`config.mk`:
```
export PLATFORM = sky130hd
export DESIGN_NAME = core_launcher
export DESIGN_NICKNAME = d
export VERILOG_FILES = /design/src/rtl/core_launcher.sv
export SDC_FILE = /design/constraint.sdc
export NUM_CORES = 1
export LEC_CHECK = 0
export BUFFER_PORTS_ARGS = -buffer_cell sky130_fd_sc_hd__buf_2
export CAP_MARGIN = 25
export CORE_MARGIN = 8
export CORE_UTILIZATION = 50
export DETAILED_ROUTE_END_ITERATION = 12
export PLACE_DENSITY = 0.79
export SLEW_MARGIN = 20
export SYNTH_ARGS = -nofsm -noshare
export SYNTH_HDL_FRONTEND = slang
export SYNTH_SLANG_ARGS = --single-unit
export TNS_END_PERCENT = 5
```
`constraint.sdc`:
```
create_clock -name i_clock -period 2.2 [get_ports i_clock]
set_input_delay 0.33 -clock i_clock [delete_from_list [all_inputs] [get_ports i_clock]]
set_output_delay 0.33 -clock i_clock [all_outputs]
set_load 0.01 [all_outputs]
```
`src/rtl/core_launcher.sv`:
```
// ----------------------------------------------------------------------------
// core_launcher
//   Launches an attached core and watches it run. A host request (i_go)
//   produces a REQ_LEN-cycle start pulse on o_req. The block then counts RUN
//   cycles until the core raises i_ack, and reports the count on o_cycles.
//   Every output is decoded from registered state, so there is no
//   combinational path from i_go or i_ack to any output.
//
//   Optional feature macro: CORE_LAUNCHER_WATCHDOG_EN
//     defined   : RUN gives up after TIMEOUT_CYCLES cycles (FAULT, o_timeout=1)
//     undefined : RUN waits for i_ack indefinitely and o_cycles saturates at
//                 all-ones; FAULT is unreachable and o_timeout is tied low
//
// Ports
//   i_clock    in   system clock, rising edge
//   i_reset    in   synchronous active-high reset
//   i_go       in   host launch request
//   i_ack      in   core completion flag
//   o_req      out  start/reset pulse to the core
//   o_busy     out  high in START and RUN
//   o_done     out  sticky, high in DONE
//   o_timeout  out  sticky, high in FAULT
//   o_cycles   out  RUN cycles elapsed before ack
//
// state | meaning
// ------+----------------------------------------------------------
// IDLE  | waiting for the first launch after reset
// START | driving req to the core; ack ignored (core held in reset)
// RUN   | counting cycles until ack (or the watchdog expires)
// DONE  | core acknowledged; cycles frozen
// FAULT | watchdog expired without ack; cycles frozen
// ----------------------------------------------------------------------------
module core_launcher #(
    parameter int REQ_LEN        = 2,
    parameter int CNT_W          = 16,
    parameter int TIMEOUT_CYCLES = 4000
) (
    input  logic             i_clock,
    input  logic             i_reset,
    input  logic             i_go,
    input  logic             i_ack,
    output logic             o_req,
    output logic             o_busy,
    output logic             o_done,
    output logic             o_timeout,
    output logic [CNT_W-1:0] o_cycles
);

    typedef enum logic [2:0] {
        S_IDLE  = 3'd0,
        S_START = 3'd1,
        S_RUN   = 3'd2,
        S_DONE  = 3'd3,
        S_FAULT = 3'd4
    } state_t;

    // START length is a down-counter loaded with REQ_LEN-1; terminal count
    // at zero moves on to RUN, giving exactly REQ_LEN cycles of req.
    localparam logic [3:0]       REQ_LOAD = 4'(REQ_LEN - 1);
    localparam logic [CNT_W-1:0] CYC_MAX  = '1;
`ifdef CORE_LAUNCHER_WATCHDOG_EN
    localparam logic [CNT_W-1:0] TIMEOUT_VAL = CNT_W'(TIMEOUT_CYCLES);
`endif

    state_t           r_state;
    state_t           w_state_nxt;
    logic [3:0]       r_req_cnt;
    logic [3:0]       w_req_cnt_nxt;
    logic [CNT_W-1:0] r_cycles;
    logic [CNT_W-1:0] w_cycles_nxt;

    always_ff @(posedge i_clock) begin
        if (i_reset) begin
            r_state   <= S_IDLE;
            r_req_cnt <= 4'd0;
            r_cycles  <= '0;
        end else begin
            r_state   <= w_state_nxt;
            r_req_cnt <= w_req_cnt_nxt;
            r_cycles  <= w_cycles_nxt;
        end
    end

    always_comb begin
        w_state_nxt   = r_state;
        w_req_cnt_nxt = r_req_cnt;
        w_cycles_nxt  = r_cycles;

        case (r_state)
            S_IDLE, S_DONE, S_FAULT: begin
                if (i_go) begin
                    w_state_nxt   = S_START;
                    w_req_cnt_nxt = REQ_LOAD;
                    w_cycles_nxt  = '0;
                end
            end

            S_START: begin
                if (r_req_cnt == 4'd0) begin
                    w_state_nxt = S_RUN;
                end else begin
                    w_req_cnt_nxt = r_req_cnt - 4'd1;
                end
            end

            S_RUN: begin
                // ack is checked first so it wins a tie with the watchdog
                if (i_ack) begin
                    w_state_nxt = S_DONE;
`ifdef CORE_LAUNCHER_WATCHDOG_EN
                end else if (r_cycles == TIMEOUT_VAL) begin
                    w_state_nxt = S_FAULT;
                end else begin
                    w_cycles_nxt = r_cycles + 1'b1;
                end
`else
                end else if (r_cycles != CYC_MAX) begin
                    w_cycles_nxt = r_cycles + 1'b1;
                end
`endif
            end

            default: begin
                w_state_nxt = S_IDLE;
            end
        endcase
    end

    assign o_req     = (r_state == S_START);
    assign o_busy    = (r_state == S_START) || (r_state == S_RUN);
    assign o_done    = (r_state == S_DONE);
`ifdef CORE_LAUNCHER_WATCHDOG_EN
    assign o_timeout = (r_state == S_FAULT);
`else
    assign o_timeout = 1'b0;
`endif
    assign o_cycles  = r_cycles;

endmodule

```
==> results of run 1 <==
through the flow:
step | cells | setup WS (ns) | area [sq um] | util (%)
finish | 216 | 0.1420 | 1531 | 57.52
global route | 216 | 0.01027 | 1531 | 57.52
global placement | 212 | 0.1959 | 1493 | 56.06
detailed placement | 212 | 0.1343 | 1493 | 56.06
floorplan | 161 | 0.1530 | 1365 | -
CTS | 216 | 0.1056 | 1529 | 57.42
tightest hold or removal path: cells and delay by family:
family	cells	cell delay, ns
AOI/OAI and AO/OA	1	0.18
buffers and inverters	1	0.11
and+or+nand+nor	1	0.05
registers in the layout, summed over array words and instances (netlist names):
name and flops:
r_state 2, o_cycles 16, r_req_cnt 4
power breakdown:
part / internal (mW) / switching [mW]
Clock: 0.101 / 0.120
Combinational: 0.315 / 0.490
Sequential: 0.449 / 0.0374
Total: 0.865 / 0.647
synthesized netlist by cell type (4+ instances only):
cell type | number | share of area (%)
a311oi_2 | 7 | 7.7
a31oi_1 | 7 | 3.2
nor3_1 | 5 | 1.8
nor2_1 | 14 | 3.8
a21oi_1 | 10 | 3.7
dfxtp_1 | 22 | 32
ha_1 | 6 | 5.5
nand2b_1 | 7 | 3.2
nand3_1 | 9 | 3.3
o21ai_0 | 4 | 1.5
nand2_1 | 16 | 4.4
inv_1 | 11 | 3.0
routing by layer:
metal	vias up	wire [um]	track usage [%]	share of wire [%]
met1	590	1412	18.80	46
li1	629	-	-	-
met3	2	191	4.092	6.2
met5	-	0	0	0
met4	0	8	2.558	0.26
met2	44	1491	22.98	48
logic make-up after synthesis:
group / after synthesis / share of synthesized area (%)
other: 1 / 0.2747
adders and majority gates: 6 / 5.499
and+or+nand+nor: 64 / 24.11
DFF: 22 / 32.26
muxes: 3 / 2.383
buffers and inverters: 19 / 7.882
xor gates and xnor gates: 2 / 1.283
AOI/OAI and AO/OA: 44 / 26.31
how the worst max path moves through the flow:
stage	endpoint	slack [ns]
finish	o_cycles[15]$_SDFFE_PP0P_	0.14
global route	o_cycles[15]$_SDFFE_PP0P_	0.01
CTS	o_cycles[15]$_SDFFE_PP0P_	0.11
detailed placement	o_cycles[15]$_SDFFE_PP0P_	0.13
global placement	o_cycles[15]$_SDFFE_PP0P_	0.20
floorplan	o_cycles[15]$_SDFFE_PP0P_	0.15
area by class of cell:
| cell class | count | area, sq um | share of cell area (%) |
|---|---|---|---|
| repair buffers | 28 | 155.1 | 10.13 |
| clock buffers | 4 | 36.28 | 2.369 |
| inverters | 11 | 41.29 | 2.696 |
| multi-input cells | 120 | 818.3 | 53.43 |
| flip-flops and latches | 22 | 441.7 | 28.84 |
| well taps | 31 | 38.79 | 2.533 |
repair_timing:
| action | CTS | global route |
|---|---|---|
| setup buffers | 0 | 0 |
| setup endpoints to repair | 0 | 4 |
| gates resized for setup | 0 | 2 |
==> qor.yml, run 1 <==
final_common_cell: "buf_2"
synth_area_per_cell_sq_um: 8.479
place_congestion: 0.8686
critPathCaptureType: "flip-flop"
io_pins: 24
row_count: 19
dpl.hpwl_um: 2298
path_max_fanout: 16
grt_use_total_pct: 14.32
finalHoldViolations: 0
viasPerCell: 5.856
slew_headroom_pct: 65.38
area_growth_pct: 12.19
grt_first_pass_wirelength_um: 5313
power.total_mw: 1.512
syn-instance-count: 161
synth-edff-count: 0
min_to: "r_req_cnt[3]$_SDFFE_PP0P_"
synth_flop_cell: "dfxtp_1"
finalSetupViolations: 0
tns_ns: 0
cp.required_ns: 2.41
wl_um: 3103
cts_buffer_depth: 2
fin_nets: 196
antenna_found_initial: 0
worstMarginPinSlew_ns: 0.5192
start_util_pct: 51.27
synthesis.area_sq_um: 1365
path_buf_inv: 3
hold_path.class: "in -> reg"
grt_max_degree: 23
slew_viol_final: 0
hold_start: "i_go"
synth_seq_cells: 22
drive_above_1_share_pct: 25.95
finClkSkew_ns: 0.004765
power_density_nw_per_um2: 987.1
cap_viol_max_count: 0
hold_depth: 3
die-area_sq_um: 4658
fill_cells: 252
cp-start-kind: "flip-flop"
timing.rr.start: "r_state[0]$_SDFFE_PP0P_"
cts.reportedPaths.clkPinSlew_ns: 0.12
r2r_cells: 9
yosysWarnings: 0
cts_max_level: 1
final_cell_mix: "buf_2 (22), dfxtp_1 (21), nand2_1 (16), nor2_1 (14), inv_1 (11)"
p_leak_nw: 0.5890
die_h_um: 68.25
hold_buffers: 0
status: "completed"
period_minus_slack_ns: 2.058
drtIter0Drc: 95
finalCritPeriodShare_pct: 93.55
critPathLaunch: "r_state[0]$_SDFFE_PP0P_"
setup.worst_path.class: "reg -> reg"
drc: 0
antenna_cells: 0
drt_first_pass_iters: 4
coreArea_sq_um: 2663
antenna_left: 0
grt_setup_unrepaired: "false"
crit_path_cell_trace: "inv_1 > ha_1 > buf_4 > nand2b_1 > a21oi_1 > and2_1 > buf_4 > a21oi_1 > mux2_2"
r2r_end: "o_cycles[15]$_SDFFE_PP0P_"
crit_slowest_cell: "dfxtp_1"
clkLatencyLatePin_ns: 0.31
first_global_vias: 1195
synth_cell_types: 39
max-vdd-ir-drop_v: 0.0007307
yosysSeqAreaShare_pct: 32.26
routedWlPerCell_um: 14.37
mappedNetlistNets: 171
slowest_delay_ns: 0.35
cpLargestDelayFamily: "buffers and inverters"
gr-total-overflow: 0
path_depth: 9
cts_tree: "built"
r2r_setup_slack_ns: 0.14
cts_buffers: 3
max_freq_mhz: 485.9
hold_slack_ns: 0.3932
portBuffers: 22
fp.dieW_um: 68.25
cts.sinks: 22
postSynth.asyncResetShare_pct: 0
cts-root-buf: "clkbuf_4"
cp_data_arrival_time_ns: 2.27
vias: 1265
Power figures use the tool's default switching activity.
==> inputs of run 2 (changes only) <==
- CTS_CLUSTER_SIZE: not set -> 24
- RECOVER_POWER: not set -> 100
==> qor.yml, run 2 (synthesis gave the netlist of run 1 again) <==
status: "completed"
fill_cells: 276  # +9.5%
power_density_nw_per_um2: 1015  # +2.8%
clkLatencyLatePin_ns: 0.31  # about the same
post-cts-setup-buffers: 0  # unchanged
path_max_fanout: 7  # -9
grt_max_degree: 23  # unchanged
cts_tree: "built"
grt_use_total_pct: 14.32  # unchanged
dpl.hpwl_um: 2298  # unchanged
coreArea_sq_um: 2663  # unchanged
cap_viol_max_count: 0  # unchanged
slew_viol_final: 0  # unchanged
drc: 0  # unchanged
gr-total-overflow: 0  # unchanged
p_leak_nw: 0.5036  # -14%
first_global_vias: 1195  # unchanged
cts.sinks: 22  # unchanged
place_congestion: 0.8686  # unchanged
max_freq_mhz: 483.6  # -0.48%
die-area_sq_um: 4658  # unchanged
fp.dieW_um: 68.25  # unchanged
die_h_um: 68.25  # unchanged
final_common_cell: "dfxtp_1"
drtIter0Drc: 94  # -1.1%
portBuffers: 22  # unchanged
wl_met2_um: 1512  # +1.4%
cts_max_level: 1  # unchanged
routedWlPerCell_um: 14.14  # -1.5%
drt_first_pass_iters: 4  # unchanged
final_cell_mix: "dfxtp_1 (21), clkbuf_1 (18), nand2_1 (16), nor2_1 (14), inv_1 (11)"
cts_buffers: 3  # unchanged
fin_nets: 196  # unchanged
drive_above_1_share_pct: 11.89  # -14 points
met1_length_um: 1363  # -3.5%
hold_depth: 3  # unchanged
max-vdd-ir-drop_v: 0.0007286  # -0.29%
finalHoldViolations: 0  # unchanged
viasPerCell: 5.861  # about the same
finalCritPeriodShare_pct: 94.00  # +0.45 points
antenna_cells: 0  # unchanged
cp-start-kind: "flip-flop"
r2r_cells: 6  # -3
crit_slowest_cell: "or4_1"
antenna_left: 0  # unchanged
route.met3.wl_um: 172  # -9.9%
finalSetupViolations: 0  # unchanged
grt_first_pass_wirelength_um: 5313  # unchanged
power.total_mw: 1.478  # -2.2%
period_minus_slack_ns: 2.068  # +0.009918 ns
hold_slack_ns: 0.3885  # -0.004735 ns
wl_um: 3055  # -1.5%
cp_data_arrival_time_ns: 2.32  # +0.05 ns
start_util_pct: 51.27  # unchanged
slowest_delay_ns: 0.61  # +0.26 ns
largest_reg_flops: 16  # unchanged
io_pins: 24  # unchanged
highest-signal-layer: "met4"
tns_ns: 0  # unchanged
row_count: 19  # unchanged
critPathCaptureType: "flip-flop"
cts.reportedPaths.clkPinSlew_ns: 0.12  # about the same
cts_buffer_depth: 2  # unchanged
grt_setup_unrepaired: "false"
hold_path.class: "in -> reg"
finClkSkew_ns: 0.004691  # -0.00007358 ns
vias: 1266  # +0.079%
setup.worst_path.class: "reg -> reg"
antenna_found_initial: 0  # unchanged
crit_path_cell_trace: "nand4_4 > or4_1 > and2_1 > buf_4 > mux2_2 > nor2_1"
cts-root-buf: "clkbuf_4"
area_growth_pct: 6.691
cp.required_ns: 2.46  # +0.05 ns
-- run 2: cell count changes in the layout (fill, tap and decap cells not counted), sizes merged --
| cell | before | now |
|---|---|---|
| buf | 28 | 10 |
| clkbuf | 4 | 22 |
-- run 2: final cells by class --
| class | count | area (sq um) | area share, % |
|---|---|---|---|
| timing repair buffer | 28 | 127.6 | 8.763 |
| clock buffer | 4 | 36.28 | 2.491 |
| inverter | 11 | 41.29 | 2.835 |
| tap | 31 | 38.79 | 2.663 |
| sequential | 22 | 441.7 | 30.33 |
| multi-input combinational | 120 | 770.7 | 52.92 |
-- run 2: path summary, 6_finish.rpt --
| path | slack, ns | start | to |
|---|---|---|---|
| hold reg to reg | 0.52 | r_req_cnt[0]$_SDFFE_PP0P_ | r_req_cnt[0]$_SDFFE_PP0P_ |
| hold / removal | 0.39 | i_go | r_req_cnt[3]$_SDFFE_PP0P_ |
| setup reg to reg | 0.13 | o_cycles[8]$_SDFFE_PP0P_ | o_cycles[0]$_SDFFE_PP0P_ |
| setup / recovery | 0.13 | o_cycles[8]$_SDFFE_PP0P_ | o_cycles[0]$_SDFFE_PP0P_ |
-- run 2: report_power, final --
part / leakage (nW) / total [mW] / internal, mW / switching, mW
clock network: 0.0210 / 0.223 / 0.101 / 0.122
registers: 0.179 / 0.487 / 0.449 / 0.0374
logic: 0.304 / 0.768 / 0.304 / 0.464
total: 0.504 / 1.48 / 0.855 / 0.623
-- run 2: worst max-delay path, delay by kind of cell (launching register included) --
family,cells,cell delay [ns]
buffers and inverters,1,0.17
muxes,1,0.26
DFF,1,0.49
and+or+nand+nor,4,1.10
-- run 2: stage by stage --
step	std cells	utilization (%)	instance area, sq um	setup WS, ns
after global placement	212	56.06	1493	0.1959
after global routing	216	54.70	1456	0.009939
after CTS	216	57.42	1529	0.1056
after floorplan	161	-	1365	0.1530
after detailed placement	212	56.06	1493	0.1343
final	216	54.70	1456	0.1321
-- run 2: routing by layer --
metal  track usage [%]  vias to the layer above
li1                  -                      629
met1             18.80                      602
met2             22.98                       33
met3             4.092                        2
met4             2.558                        0
met5                 0                        -
-- run 2: what timing repair did --
action / in CTS / in global routing
setup endpoints to repair: 0 / 4
hold buffers: 0 / 0
resized for setup: 0 / 2
endpoints found under the hold margin: 0 / 0
==> inputs of run 3 (changes only) <==
- CORE_UTILIZATION: 50 -> 55
- PLACE_DENSITY: 0.79 -> 0.85
==> qor.yml, run 3 (synthesis gave the netlist of run 1 again) <==
status: "completed"
pre_cts_ws_ns: 0.07602  # -0.05830 ns
placed_cells_incl_taps: 212  # unchanged
grt_max_degree: 23  # unchanged
cp_data_arrival_time_ns: 2.32  # about the same
dpl.hpwl_um: 2405  # +4.6%
worstMarginPinSlew_ns: 0.5155
tns_ns: 0  # unchanged
portBuffers: 22  # unchanged
fin_nets: 197  # +0.51%
finalSetupViolations: 0  # unchanged
cts.sinks: 22  # unchanged
cts_buffer_depth: 2  # unchanged
gr-total-overflow: 0  # unchanged
fp.dieW_um: 65.82  # -3.6%
cp.required_ns: 2.41  # -0.05 ns
vias: 1296  # +2.4%
coreArea_sq_um: 2410  # -9.5%
cts_buffers: 3  # unchanged
multi_input_area_sq_um: 823.3  # +6.8%
path_buf_inv: 1  # unchanged
area_growth_pct: 10.82
finalHoldViolations: 0  # unchanged
slowest_delay_ns: 0.55  # -0.06 ns
clkLatencyLatePin_ns: 0.31  # about the same
final_common_cell: "dfxtp_1"
r2r_end: "o_cycles[15]$_SDFFE_PP0P_"
setup.worst_path.class: "reg -> reg"
cpLargestDelayFamily: "simple AND/OR/NAND/NOR gates"
final_cell_mix: "dfxtp_1 (21), clkbuf_1 (18), nand2_1 (16), nor2_1 (14), inv_1 (11)"
critPathCaptureType: "flip-flop"
timing.rr.start: "r_state[0]$_SDFFE_PP0P_"
antenna_left: 0  # unchanged
r2r_cells: 7  # +1
cts.reportedPaths.clkPinSlew_ns: 0.12  # about the same
finalCritPeriodShare_pct: 95.99  # +2.0 points
cts_max_level: 1  # unchanged
crit_slowest_cell: "or4_4"
drtIter0Drc: 55  # -41%
hold_slack_ns: 0.4165  # +0.02805 ns
instances_no_fill: 216  # unchanged
p_leak_nw: 0.5173  # +2.7%
io_pins: 24  # unchanged
max-vdd-ir-drop_v: 0.0007491  # +2.8%
crit_path_cell_trace: "inv_1 > ha_2 > nand4_1 > or4_4 > and2_1 > and3_1 > mux2_2"
path_max_fanout: 8  # +1
cp-start-kind: "flip-flop"
cts_tree: "built"
endpoint: "o_cycles[15]$_SDFFE_PP0P_"
hold_path.class: "in -> reg"
hold_buffers: 0  # unchanged
cts-root-buf: "clkbuf_4"
die_h_um: 65.82  # -3.6%
slew_headroom_pct: 65.63
drc: 0  # unchanged
path_depth: 7  # +1
setup_slack_ns: 0.08831  # -0.04377 ns
start_util_pct: 56.65  # +5.4 points
drt_first_pass_iters: 4  # unchanged
regArea_sq_um: 441.7  # unchanged
period_minus_slack_ns: 2.112  # +0.04377 ns
wl_um: 3185  # +4.3%
antenna_cells: 0  # unchanged
cap_viol_max_count: 0  # unchanged
finalInstanceArea_sq_um: 1513  # +3.9%
routedWlPerCell_um: 14.75  # +4.3%
drive_above_1_share_pct: 17.74  # +5.9 points
max_freq_mhz: 473.6  # -2.1%
critPathLaunch: "r_state[0]$_SDFFE_PP0P_"
largest_reg_flops: 16  # unchanged
grt_use_total_pct: 15.69  # +1.4 points
die-area_sq_um: 4332  # -7.0%
slew_viol_final: 0  # unchanged
r2r_setup_slack_ns: 0.09  # -0.04 ns
grt_first_pass_wirelength_um: 5533  # +4.1%
fill_cells: 204  # -26%
post_dp_cell_area_sq_um: 1499  # +0.42%
post-cts-setup-buffers: 0  # unchanged
row_count: 18  # -1
viasPerCell: 6.000  # +2.4%
power_density_nw_per_um2: 1000  # -1.4%
finClkSkew_ns: 0.002990  # -0.001701 ns
place_congestion: 0.8724  # +0.44%
antenna_found_initial: 0  # unchanged
first_global_vias: 1207  # +1.0%
run 3: cell count changes in the layout (fill, tap and decap cells not counted):
cell      previous run  this run
nor2b_2              0         1
buf_2                6         7
a311oi_1             7         0
a311oi_2             0         7
ha_1                 6         5
or4_4                0         1
nor2b_1              1         0
or4_1                1         0
ha_2                 0         1
run 3: layout make-up:
| type | instances | area share (%) |
|---|---|---|
| sequential | 22 | 29.20 |
| clock buffer | 4 | 2.399 |
| timing repair buffer | 29 | 8.768 |
| inverter | 11 | 2.730 |
| tap | 30 | 2.481 |
| multi-input combinational | 120 | 54.43 |
run 3: timing repair:
item,4_1_cts,5_1_grt
endpoints found under the hold margin,0,0
setup endpoints to repair,0,5
gates resized for setup,0,4
run 3: worst min path at each step:
| stage | from | endpoint | slack (ns) | cells past startpoint |
|---|---|---|---|---|
| 3_3_place_gp | r_req_cnt[0]$_SDFFE_PP0P_ | r_req_cnt[0]$_SDFFE_PP0P_ | 0.48 | 1 |
| 2_1_floorplan | r_req_cnt[0]$_SDFFE_PP0P_ | r_req_cnt[0]$_SDFFE_PP0P_ | 0.46 | 1 |
| 4_1_cts | i_go | r_req_cnt[3]$_SDFFE_PP0P_ | 0.40 | 3 |
| 6_report | i_go | r_req_cnt[3]$_SDFFE_PP0P_ | 0.42 | 3 |
| 5_1_grt | i_go | r_req_cnt[3]$_SDFFE_PP0P_ | 0.40 | 3 |
| 3_5_place_dp | r_req_cnt[0]$_SDFFE_PP0P_ | r_req_cnt[0]$_SDFFE_PP0P_ | 0.50 | 1 |
run 3: worst register-to-register path: cells and delay by family (launching register included):
| kind | cells | cell delay (ns) |
|---|---|---|
| buf+inv | 1 | 0.08 |
| mux | 1 | 0.25 |
| flops | 1 | 0.37 |
| simple gates | 4 | 1.10 |
| fa+ha+maj | 1 | 0.20 |
run 3: per-layer routing:
layer	track usage, %	vias to the layer above	wire length (um)
met4	7.357	0	68
met5	0	-	0
li1	-	635	-
met1	19.50	604	1434
met3	2.712	9	157
met2	25.58	48	1525
run 3: metrics by stage:
stage | total power [mW] | util (%)
5_1_grt | 1.645 | 62.77
4_1_cts | 1.512 | 63.71
3_3_place_gp | 1.249 | 62.20
6_report | 1.513 | 62.77
2_1_floorplan | 1.187 | -
3_5_place_dp | 1.283 | 62.20
run 3: report_power, final:
part           total [mW]  switching (mW)  internal (mW)
clock network       0.225           0.124          0.101
logic               0.792           0.480          0.312
registers           0.496          0.0467          0.450
